## config.mk

```make
export PLATFORM = sky130hd
export DESIGN_NAME = m2m_transfer_ctrl
export DESIGN_NICKNAME = d
export VERILOG_FILES = /design/src/rtl/m2m_pkg.sv /design/src/rtl/m2m_transfer_ctrl.sv
export SDC_FILE = /design/constraint.sdc
export NUM_CORES = 1
export LEC_CHECK = 0
export BUFFER_PORTS_ARGS = -buffer_cell sky130_fd_sc_hd__buf_4
export CAP_MARGIN = 0
export CORE_MARGIN = 3
export CORE_UTILIZATION = 44
export CTS_BUF_LIST = sky130_fd_sc_hd__clkbuf_16
export DETAILED_ROUTE_END_ITERATION = 12
export PLACE_DENSITY = 0.75
export SLEW_MARGIN = 20
export SYNTH_ARGS = -nofsm -noshare
export SYNTH_HDL_FRONTEND = slang
export SYNTH_SLANG_ARGS = --single-unit
```

## constraint.sdc

```tcl
create_clock -name clock -period 1.47 [get_ports clock]
set_input_delay 0.147 -clock clock [delete_from_list [all_inputs] [get_ports clock]]
set_output_delay 0.147 -clock clock [all_outputs]
set_load 0.05 [all_outputs]
```

## src/rtl/m2m_pkg.sv

```systemverilog
`default_nettype none
// ============================================================================
//  Module      : m2m_pkg
//  Description : Shared types and constants for the memory-to-memory
//                transfer controller (state encoding, default widths, depth).
//  Revision    : 1.0 - initial release
// ============================================================================
package m2m_pkg;

  // Default datapath geometry
  localparam int M2M_DATA_W = 8;
  localparam int M2M_ADDR_W = 3;

  // Controller states, binary encoded
  typedef enum logic [2:0] {
    IDLE  = 3'd0,
    CLEAR = 3'd1,
    READ  = 3'd2,
    WRITE = 3'd3,
    DONE  = 3'd4
  } state_e;

  // Plain-vector aliases so state registers stay legacy-compatible logic
  localparam logic [2:0] ST_IDLE  = IDLE;
  localparam logic [2:0] ST_CLEAR = CLEAR;
  localparam logic [2:0] ST_READ  = READ;
  localparam logic [2:0] ST_WRITE = WRITE;
  localparam logic [2:0] ST_DONE  = DONE;

  // Transfer length for a given address width
  function automatic int m2mDepth(input int addrW);
    return 1 << addrW;
  endfunction

endpackage : m2m_pkg
`default_nettype wire

```

## src/rtl/m2m_transfer_ctrl.sv

```systemverilog
`default_nettype none
// ============================================================================
//  Module      : m2m_transfer_ctrl
//  Description : Control FSM copying memory A into memory B word by word.
//                Drives counterA/counterB clear and increment, memory B
//                write strobe and data. All control outputs are registered.
//  Config      : M2M_COMPARE_EN - when defined, a word is only written to B
//                if it is the first word of the transfer or strictly greater
//                (unsigned) than the last word written.
//  Revision    : 1.0 - initial release
// ============================================================================
module m2m_transfer_ctrl
  import m2m_pkg::*;
#(
  parameter int DATA_W = M2M_DATA_W,
  parameter int ADDR_W = M2M_ADDR_W
) (
  input  logic              clock,
  input  logic              Reset_n,
  input  logic              Start,
  input  logic [DATA_W-1:0] DataA,
  input  logic [ADDR_W-1:0] AddrA,
  output logic              ClrCnt,
  output logic              IncA,
  output logic              IncB,
  output logic              WEB,
  output logic [DATA_W-1:0] DataB,
  output logic              Busy,
  output logic              Done,
  output logic [ADDR_W:0]   WrCount
);

  localparam int                c_DEPTH     = m2mDepth(ADDR_W);
  localparam logic [ADDR_W-1:0] c_LAST_ADDR = ADDR_W'(c_DEPTH - 1);

  logic [2:0]        r_state;
  logic [2:0]        w_nextState;
  logic [DATA_W-1:0] r_dataQ;
  logic [ADDR_W:0]   r_wrCount;
  logic              w_keepNext;

  logic r_clrCnt;
  logic r_incA;
  logic r_incB;
  logic r_web;
  logic r_busy;
  logic r_done;

`ifdef M2M_COMPARE_EN
  logic [DATA_W-1:0] r_lastQ;
  logic              r_firstQ;

  // Decided while in READ, for the word about to be latched into data_q
  assign w_keepNext = r_firstQ | (DataA > r_lastQ);

  // Track the last word written and whether anything has been written yet
  always_ff @(posedge clock) begin
    if (!Reset_n) begin
      r_lastQ  <= '0;
      r_firstQ <= 1'b0;
    end else if (r_state == ST_CLEAR) begin
      r_firstQ <= 1'b1;
    end else if (r_state == ST_WRITE && r_web) begin
      r_lastQ  <= r_dataQ;
      r_firstQ <= 1'b0;
    end
  end
`else
  assign w_keepNext = 1'b1;
`endif

  // Next-state decode; terminal count taken from counterA before it wraps
  always_comb begin
    w_nextState = r_state;
    case (r_state)
      ST_IDLE:  w_nextState = Start ? ST_CLEAR : ST_IDLE;
      ST_CLEAR: w_nextState = ST_READ;
      ST_READ:  w_nextState = ST_WRITE;
      ST_WRITE: w_nextState = (AddrA == c_LAST_ADDR) ? ST_DONE : ST_READ;
      ST_DONE:  w_nextState = ST_IDLE;
      default:  w_nextState = ST_IDLE;
    endcase
  end

  // State register, read-data latch and written-word counter
  always_ff @(posedge clock) begin
    if (!Reset_n) begin
      r_state   <= ST_IDLE;
      r_dataQ   <= '0;
      r_wrCount <= '0;
    end else begin
      r_state <= w_nextState;
      if (r_state == ST_READ) begin
        r_dataQ <= DataA;
      end
      if (r_state == ST_IDLE && Start) begin
        r_wrCount <= '0;
      end else if (r_state == ST_WRITE && r_web) begin
        r_wrCount <= r_wrCount + 1'b1;
      end
    end
  end

  // Outputs registered from the next state so each is a clean flop output
  always_ff @(posedge clock) begin
    if (!Reset_n) begin
      r_clrCnt <= 1'b0;
      r_incA   <= 1'b0;
      r_incB   <= 1'b0;
      r_web    <= 1'b0;
      r_busy   <= 1'b0;
      r_done   <= 1'b0;
    end else begin
      r_clrCnt <= (w_nextState == ST_CLEAR);
      r_incA   <= (w_nextState == ST_WRITE);
      r_incB   <= (w_nextState == ST_WRITE) && w_keepNext;
      r_web    <= (w_nextState == ST_WRITE) && w_keepNext;
      r_busy   <= (w_nextState == ST_CLEAR) || (w_nextState == ST_READ) ||
                  (w_nextState == ST_WRITE);
      r_done   <= (w_nextState == ST_DONE);
    end
  end

  assign ClrCnt  = r_clrCnt;
  assign IncA    = r_incA;
  assign IncB    = r_incB;
  assign WEB     = r_web;
  assign DataB   = r_dataQ;
  assign Busy    = r_busy;
  assign Done    = r_done;
  assign WrCount = r_wrCount;

endmodule : m2m_transfer_ctrl
`default_nettype wire

```

# [Word level (Yosys, flattened, before mapping)]
# Cells that the tools add are included.
# Widths: inputs -> output; s select.
[word_totals] ff_bits=19 elab_cells=26 out_inout_bits=18
[op_classes] n_reduce_logical=6 eq_ne=8 bitwise_logic=1 n_mux=3 n_addsub=1
[ops] operator="$eq 3x2->1 const B" n=4
[ops] operator="$pmux 3 s4" n=1
[ops] operator="$eq 3x1->1 const B" n=2
[ops] operator="$eq 3x3->1 const B" n=2
[ops] operator="$add 4x1->4 const B" n=1
[ops] operator="$logic_not 3->1" n=1
[ops] operator="$mux 3" n=1
[ops] operator="$logic_and 1x1->1" n=2
[ops] operator="$logic_or 1x1->1" n=2
[ops] operator="$reduce_or 2->1" n=1
[ops] operator="$mux 1" n=1
[ops] operator="$not 1->1" n=1

# [Longest topological paths before layout]
[depth] word_depth=6 mapped_depth=4 mapped_depth_nobuf=4

# [Worst setup path before layout]
# No wires, ideal clock.
[synth_timing] path_kind="register -> register" from="register r_wrCount[0], in the netlist WrCount[0]" to="register r_wrCount[2], in the netlist WrCount[2]" arrival_ns=1.376 setup_slack_ns=0.024 period_less_slack_ns=1.446 path_stages_with_launch=5 cell_sequence="dfxtp_1 ha_1 inv_1 or3_1 a21oi_1"
[synth_between] elab_chain_cells=1
[synth_lines] element="start, declared" line="m2m_transfer_ctrl.sv:39" text="logic [ADDR_W:0] r_wrCount;"
[synth_lines] element="start signal, assigned" line="m2m_transfer_ctrl.sv:99" text="r_wrCount <= r_wrCount + 1'b1;"
[synth_lines] element="$add 4x1->4" line="m2m_transfer_ctrl.sv:99"
# Every way passes these cells.
# A chain may end at the register's enable or synchronous reset.

# [Worst setup path in the final report]
[layout_timing] from="register r_state[1]" to="register r_dataQ[1], in the netlist DataB[1]"
[layout_between] elab_chain_cells=1
[layout_lines] element="start, declared" line="m2m_transfer_ctrl.sv:36" text="logic [2:0] r_state;"
[layout_lines] element="start signal, assigned" line="m2m_transfer_ctrl.sv:92" text="r_state <= w_nextState;"
[layout_lines] element="$eq 3x2->1" line="m2m_transfer_ctrl.sv:93" text="if (r_state == ST_READ) begin"
[layout_lines] element="end signal, assigned" line="m2m_transfer_ctrl.sv:94" text="r_dataQ <= DataA;"
[layout_lines] element="end, declared" line="m2m_transfer_ctrl.sv:38" text="logic [DATA_W-1:0] r_dataQ;"
# Every way passes these cells.

==> results_dict.tcl <==
set metrics [dict create \
    final_cell_count_no_fill 121 \
    hold_viol_final 0 \
    rsz0062_at_grt "false" \
    placementRows 14 \
    tns_ps 0 \
    detail-route-antenna-nets 0 \
    grt-ovfl-total 0 \
    met2_usage_pct 22.8 \
    power_frac_comb_pct 15.7 \
    dp.cells 117 \
    track_usage_pct 15.1 \
    fill_cells 122 \
    clock-sinks 19 \
    ys_async_sr_fraction_pct 0 \
    grt_max_degree 13 \
    wl_per_cell_um 12.1 \
    peakVddDrop_v 0.000675 \
    root_buffer "clkbuf_16" \
    core_um2 1540 \
    drt-total-wl_mm 1.46 \
    die_area_um2 2210 \
    synthCells 72 \
    drt_iter0_drc 5 \
    r2r_slack_ps 240 \
    slew-limit-headroom_pct 81.6 \
    skew_ps 1.70 \
    synth_xor_area_share_pct 1.19 \
    drcViolationCount 0 \
    layout-drive-gt1-share_pct 36.2 \
    seqPwrFrac_pct 43.1 \
    p_int_mw 0.984 \
    start_util_pct 47.9 \
    fin_util_pct 68.8 \
    io_buffer_count 31 \
    ioPinCount 32 \
    power_density_nw_per_um2 1230 \
    vias 602 \
    start_kind "flip-flop" \
    htree_levels 1 \
    routabilityCongestion 0.755 \
    die_x_um 47.0 \
    synth.area.mux_share_pct 12.2 \
    cts_made_buffers 3 \
    final_nets 121 \
    final_cell_mix "buf_4 (33), dfxtp_1 (18), nor2b_1 (9), mux2i_1 (9), nor2_1 (8)" \
    switching_share_pct 24.4 \
    synthSimpleGateAreaFrac_pct 22.0 \
    setup_violations 0 \
    synthAdderAreaFrac_pct 1.69 \
    p_sw_mw 0.318 \
    synth_top_family_by_area "simple AND/OR/NAND/NOR gates" \
    clock_latency_ps 250 \
    crit_fanout 8 \
    cts.reportedPaths.clkPinSlew_ps 50 \
    p_leak_nw 0.511 \
    syn_nets 87 \
    met3_usage_pct 2.68 \
    final_max_slew_viol_count 0 \
    synth_compound_area_share_pct 6.27 \
    end_kind "flip-flop" \
    synth_edf_count 0 \
    slowest_delay_ps 410 \
    design_area_um2 1060 \
    max_freq_ghz 0.810 \
    postCtsHoldBufs 0 \
    timing.hold.ws_ps 156 \
    min_path_type "in2reg" \
    yosys.cell_types.count 20 \
    clock_power_share_pct 41.3 \
    hpwl_mm 1.11 \
    avgSynthCellArea_um2 10.3 \
    syn2layout_area_growth_pct 43.6 \
    diodes 0 \
    cts_tree "done" \
    top_usage_layer "met2" \
    grt_pass1_vias 527 \
    status "complete, no violations" \
    antenna_found_initial 0 \
    synthFlopType "dfxtp_1" \
    arrival_ps 1370 \
    cap_violations 0 \
    required_ps 1610 \
    use_met1_pct 18.9 \
    min_period_ps 1230 \
    yosysWarnings 0 \
    path_cells "nor3b_1 > buf_4 > mux2i_1 > nor2b_1" \
    seq_area_frac_synth_pct 51.5 \
    die_y_um 47.0 \
    ys_ff_latch 19 \
    finalCritPeriodShare_pct 84.0 \
    post_cts_buffers 0 \
    crit_slowest_cell "dfxtp_2" \
    worstMarginPinSlew_ps 273 \
    path_class "reg2reg" \
    placed_cell_area_um2 980 \
    grt_first_pass_wirelength_mm 2.26 \
    clockBufferDepth 2 \
    syn_area_um2 738 \
    cts_resized 0 \
    drt_pass1_iterations 3 \
    final_common_cell "buf_4" \
    viasPerCell 4.98 \
]
## flip-flops by register name (all words and copies together), names as in the netlist
register,count
Done,1
ClrCnt,1
Busy,1
r_state,3
DataB,8
WrCount,4
WEB,1
## per-stage QoR
stage	worst slack, ps	total power [mW]
2_1_floorplan	23.9	0.703
5_1_grt	90.2	1.35
4_1_cts	132	1.31
3_5_place_dp	174	0.776
3_3_place_gp	212	0.773
6_report	236	1.30
## critical path, delay by kind of cell, from the launching register on
family                 cells  cell delay (ps)
buffers and inverters      1              220
flip-flops                 1              410
multiplexers               1              210
AND/OR/NAND/NOR            2              290
## cell families after synthesis
kind of cell	count (synthesis)
buffers and inverters	7
adders and majority gates	1
and+or+nand+nor	27
muxes	9
xor gates and xnor gates	1
DFF	19
AOI/OAI and AO/OA	8
## power by group through the flow
stage	registers (mW)	clock network [mW]	logic [mW]
after floorplan	0.635	0	0.0686
after global placement	0.569	0	0.204
after detailed placement	0.571	0	0.206
after CTS	0.560	0.548	0.206
after global routing	0.564	0.572	0.218
final	0.561	0.537	0.204
## synthesized netlist by cell type, types with 2 or more instances
cell | count | share of area, %
dfxtp_1 | 19 | 52
mux2i_1 | 9 | 12
nor2b_1 | 9 | 7.6
nor2_1 | 8 | 4.1
a21oi_1 | 3 | 2.0
buf_4 | 3 | 3.1
inv_1 | 3 | 1.5
o21ai_0 | 3 | 2.0
and2_1 | 2 | 1.7
nand3_1 | 2 | 1.4
or3_1 | 2 | 1.7
## path summary, 6_finish.rpt
path / start / to / cells after the start
worst max-delay path: r_state[1] / DataB[1] / 4
worst min-delay path: DataA[4] / DataB[4] / 3
worst max register to register: r_state[1] / DataB[1] / 4
worst min register to register: WrCount[3] / WrCount[3] / 2
## final cells by class
| class | count | area, µm² | area share [%] |
|---|---|---|---|
| timing repair buffer | 33 | 248 | 23.4 |
| clock inverter | 1 | 3.75 | 0.354 |
| clock buffer | 3 | 75.1 | 7.08 |
| sequential | 19 | 382 | 36.0 |
| multi-input combinational | 46 | 320 | 30.2 |
| inverter | 3 | 11.3 | 1.06 |
| tap | 16 | 20.0 | 1.89 |
## routing by layer
layer  up-vias  wire (µm)
met5         -          0
met4         0         29
met3         4        100
met2        21        716
met1       269        616
li1        308          -
Power figures use the tool's default switching activity.
